--- src/rtl/sdrctrl_wb_arbiter.sv ---
// Round-robin two-master Wishbone arbiter in front of the SDRAM controller slave port.
// The grant is registered; the slave bus is a combinational mux of the granted master.
module sdrctrl_wb_arbiter #(
    parameter int unsigned AW      = 26,
    parameter int unsigned DW      = 32,
    parameter int unsigned TIMEOUT = 255
) (
    input  logic              sys_clk,
    input  logic              RESETN,
    input  logic              m0_cyc_i,
    input  logic              m0_stb_i,
    input  logic              m0_we_i,
    input  logic [AW-1:0]     m0_addr_i,
    input  logic [DW-1:0]     m0_dat_i,
    input  logic [DW/8-1:0]   m0_sel_i,
    input  logic [2:0]        m0_cti_i,
    output logic              m0_ack_o,
    output logic [DW-1:0]     m0_dat_o,
    output logic              m0_err_o,
    input  logic              m1_cyc_i,
    input  logic              m1_stb_i,
    input  logic              m1_we_i,
    input  logic [AW-1:0]     m1_addr_i,
    input  logic [DW-1:0]     m1_dat_i,
    input  logic [DW/8-1:0]   m1_sel_i,
    input  logic [2:0]        m1_cti_i,
    output logic              m1_ack_o,
    output logic [DW-1:0]     m1_dat_o,
    output logic              m1_err_o,
    output logic              wb_cyc_o,
    output logic              wb_stb_o,
    output logic              wb_we_o,
    output logic [AW-1:0]     wb_addr_o,
    output logic [DW-1:0]     wb_dat_o,
    output logic [DW/8-1:0]   wb_sel_o,
    output logic [2:0]        wb_cti_o,
    input  logic              wb_ack_i,
    input  logic [DW-1:0]     wb_dat_i
);

    localparam int unsigned WDW = $clog2(TIMEOUT + 1);

    typedef enum logic [1:0] {IDLE, GNT0, GNT1, RELEASE} state_t;

    state_t         state_q, state_d;
    logic           prio_q, prio_d;
    logic [WDW-1:0] wdog_q, wdog_d;

    logic           sel_m1;
    logic           in_gnt;
    logic           cur_cyc, cur_stb;
    logic           expire;

    // Granted-master view, selected only by the registered state
    assign sel_m1  = (state_q == GNT1);
    assign in_gnt  = (state_q == GNT0) || (state_q == GNT1);
    assign cur_cyc = sel_m1 ? m1_cyc_i : m0_cyc_i;
    assign cur_stb = sel_m1 ? m1_stb_i : m0_stb_i;

    always_ff @(posedge sys_clk or negedge RESETN) begin
        if (!RESETN) begin
            state_q <= IDLE;
            prio_q  <= 1'b0;
            wdog_q  <= '0;
        end else begin
            state_q <= state_d;
            prio_q  <= prio_d;
            wdog_q  <= wdog_d;
        end
    end

    always_comb begin
        state_d   = state_q;
        prio_d    = prio_q;
        wdog_d    = '0;
        expire    = 1'b0;
        wb_cyc_o  = 1'b0;
        wb_stb_o  = 1'b0;
        wb_we_o   = 1'b0;
        wb_addr_o = '0;
        wb_dat_o  = '0;
        wb_sel_o  = '0;
        wb_cti_o  = '0;
        m0_ack_o  = 1'b0;
        m0_dat_o  = '0;
        m0_err_o  = 1'b0;
        m1_ack_o  = 1'b0;
        m1_dat_o  = '0;
        m1_err_o  = 1'b0;

        case (state_q)
            IDLE: begin
                if ((m0_cyc_i && m0_stb_i) && (m1_cyc_i && m1_stb_i)) begin
                    state_d = prio_q ? GNT1 : GNT0;
                end else if (m0_cyc_i && m0_stb_i) begin
                    state_d = GNT0;
                end else if (m1_cyc_i && m1_stb_i) begin
                    state_d = GNT1;
                end
            end
            GNT0, GNT1: begin
                // A cyc drop takes precedence over expiry; an ack clears the watchdog
                if (!cur_cyc) begin
                    state_d = RELEASE;
                    prio_d  = ~sel_m1;
                end else if (cur_stb && !wb_ack_i) begin
                    if (wdog_q == WDW'(TIMEOUT - 1)) begin
                        expire  = 1'b1;
                        state_d = RELEASE;
                        prio_d  = ~sel_m1;
                    end else begin
                        wdog_d = wdog_q + WDW'(1);
                    end
                end

                wb_cyc_o  = cur_cyc & ~expire;
                wb_stb_o  = cur_stb & ~expire;
                wb_we_o   = sel_m1 ? m1_we_i   : m0_we_i;
                wb_addr_o = sel_m1 ? m1_addr_i : m0_addr_i;
                wb_dat_o  = sel_m1 ? m1_dat_i  : m0_dat_i;
                wb_sel_o  = sel_m1 ? m1_sel_i  : m0_sel_i;
                wb_cti_o  = sel_m1 ? m1_cti_i  : m0_cti_i;
                if (sel_m1) begin
                    m1_ack_o = wb_ack_i;
                    m1_dat_o = wb_dat_i;
                    m1_err_o = expire;
                end else begin
                    m0_ack_o = wb_ack_i;
                    m0_dat_o = wb_dat_i;
                    m0_err_o = expire;
                end
            end
            RELEASE: state_d = IDLE;
            default: state_d = IDLE;
        endcase
    end

endmodule
--- config.mk ---
export PLATFORM = sky130hd
export DESIGN_NAME = sdrctrl_wb_arbiter
export DESIGN_NICKNAME = d
export VERILOG_FILES = /design/src/rtl/sdrctrl_wb_arbiter.sv
export SDC_FILE = /design/constraint.sdc
export NUM_CORES = 1
export LEC_CHECK = 0
export CAP_MARGIN = 5
export CELL_PAD_IN_SITES_DETAIL_PLACEMENT = 2
export CELL_PAD_IN_SITES_GLOBAL_PLACEMENT = 2
export CORE_UTILIZATION = 10
export DETAILED_ROUTE_END_ITERATION = 8
export GPL_ROUTABILITY_DRIVEN = 0
export MAX_ROUTING_LAYER = met4
export PLACE_DENSITY_LB_ADDON = 0.1
export SKIP_CTS_REPAIR_TIMING = 1
export SYNTH_ARGS = -nofsm -noshare
export SYNTH_HDL_FRONTEND = slang
export SYNTH_SLANG_ARGS = --single-unit
--- constraint.sdc ---
create_clock -name sys_clk -period 2.1 [get_ports sys_clk]
set_input_delay 0.63 -clock sys_clk [delete_from_list [all_inputs] [get_ports sys_clk]]
set_output_delay 0.63 -clock sys_clk [all_outputs]
set_load 0.01 [all_outputs]
==> reports/metrics.yaml <==
final_nets: 842
io_buffers: 306
min_period_over_period_pct: 115
power.total_mw: 11.3
htree_num_levels: 1
fp.dieH_um: 147
drt_iter0_drc: 38
clk_pin_slew_ns: 0.04
postSynthAreaPerCell_um2: 7.14
grt_pass1_wl_um: 24100
track_usage_pct: 15.1
synth_ff_type: "dfrtp_1"
syn_to_final_growth_pct: 234
ff2ff_path_depth: 8
hold_viol_final: 0
worstPathCellList: "ha_4 > buf_6 > nand3b_1 > a21oi_2 > and2_4 > and3_4 > buf_6"
slew_violations: 0
first_pass_iters: 4
cp_common_cell: "buf_6"
crit_arrival_ns: 1.79
drv_cap: 0
antenna_found_initial: 3
grt_max_degree: 40
setup_viol: 135
worst_pin_slew_ns: 0.582
die-area_um2: 21700
die_x_um: 147
timing_worst_setup_path_type: "reg -> out"
worstSetupEndpointType: "output pin"
ys_ff_latch: 11
worstSkewPairLatency_ns: 0.24
crit_path_max_incr_delay_ns: 0.40
syn-num-nets: 471
synth_edf_count: 0
rsz0062_at_grt: "yes"
dp_hpwl_um: 14300
power_density_nw_per_um2: 1600
fmax_mhz: 413
yosysWarnings: 0
setup_tns_ns: -28.87
seq_area_um2: 275
crit_required_ns: 1.47
drt_wl_total_um: 18800
postLayoutCoreUtil_pct: 34.4
clock-sinks: 11
slew_headroom_pct: 61.1
whs_path_depth: 1
synth_cell_types: 28
grt_pass1_vias: 4026
fp.coreArea_um2: 20500
fin_worst_skew_ns: 0.00332
ys_seq_area_share_pct: 13.0
multiInputGateArea_um2: 2100
nFillCells: 2258
avgRoutedWirePerCell_um: 20.0
io_pins: 307
drc: 0
cts_tree: "yes"
start_util_pct: 10.3
async_reset_ff_share_pct: 100
leakage_nw: 3.49
path_max_fanout: 5
synth_area_um2: 2110
cts_buffers: 3
cpMaxStageDelayCell: "dfrtp_1"
root_buffer: "clkbuf_16"
worstHoldPathType: "reg -> reg"
startpoint_type: "flip-flop"
vias: 3687
ir_worst_vdd_mv: 0.546
syn_inst: 296
ctsLongestPathBuffers: 2
whs_ns: 0.544
drive_gt1_share_pct: 44.4
placementRows: 52
vias_per_cell: 3.93
violations: "setup timing"
grt-ovfl-total: 0
final.setup.worst_slack_ns: -0.321
layout_min_cycle_time_ns: 2.42
detail-route-antenna-nets: 0
status: "complete, but fails checks"
layout make-up:
class	count	share of cell area, %
multi-input combinational	253	29.8
sequential	11	3.90
antenna	3	0.106
clock buffer	4	1.12
timing repair buffer	392	59.8
inverter	6	0.479
tap	270	4.79
report_power, final:
part | internal [mW] | switching (mW)
logic | 6.06 | 4.57
clock network | 0.256 | 0.102
registers | 0.249 | 0.0306
total | 6.56 | 4.71
critical path: cells and delay by family (launching register included):
kind	cells	cell delay, ns
AO/OA/AOI/OAI	1	0.18
adder cells (fa/ha/maj)	1	0.21
buffers and inverters	2	0.23
flip-flops	1	0.40
AND/OR/NAND/NOR	3	0.53
Yosys cell counts, types with 4 or more instances:
master    number  area [um^2]
and3_1        35          219
nand2_1        4         15.0
dfrtp_1       11          275
clkbuf_1      17         63.8
and2_1        34          213
nor2_1        77          289
ha_1           4         50.1
nand3_1        6         30.0
xor2_1         5         43.8
o21ai_0        4         20.0
buf_2          9         45.0
inv_1          5         18.8
mux2i_1       68          681
metal layers:
metal	GRT usage [%]	up-vias	part of all wire, %
li1	-	1751	-
met1	14.7	1783	34
met2	29.1	145	56
met3	5.90	8	8.7
met4	0.928	0	0.59
met5	-	-	0
metrics by stage:
step                      cell area, um^2  setup slack (ns)  instances
after floorplan                      2110            0.0215        296
after global placement               5820            -0.957        885
after detailed placement             5820            -0.960        885
after CTS                            5900            -0.969        889
after global routing                 7060            -0.387        939
final                                7060            -0.321        939
flip-flops by register name, indices dropped and copies added, names as in the netlist:
| register | cells |
|---|---|
| state_q | 2 |
| prio_q | 1 |
| wdog_q | 8 |
layout by cell type (no fill, tap or decap), types with 11 or more instances in the layout:
cell,instances
clkdlybuf4s50_1,165
buf_6,89
nor2_1,71
mux2i_1,55
buf_4,36
and2_4,33
dlymetal6s2s_1,32
and3_4,31
clkbuf_2,21
clkbuf_16,15
buf_2,15
buf_12,15
dfrtp_1,11
cell families (layout without fill, tap and decap cells):
kind of cell | after synthesis | count (layout) | synth area share (%)
and+or+nand+nor | 165 | 165 | 40.2
muxes | 70 | 70 | 33.4
buffers and inverters | 32 | 402 | 6.21
DFF | 11 | 11 | 13.0
AOI/OAI and AO/OA | 8 | 8 | 2.31
xor gates and xnor gates | 6 | 6 | 2.49
adders and majority gates | 4 | 4 | 2.37
other | 0 | 3 | 0
final timing paths:
check | start | endpoint | slack (ns)
hold / removal | state_q[0] | state_q[0] | 0.54
setup / recovery | state_q[1] | m1_err_o | -0.32
max in group asynchronous | RESETN | state_q[0] | 0.96
setup reg to reg | state_q[1] | state_q[0] | 0.11
hold reg to reg | state_q[0] | state_q[0] | 0.54
min in group asynchronous | RESETN | wdog_q[0] | 0.76
No activity file was read; power rests on OpenSTA's default activity.
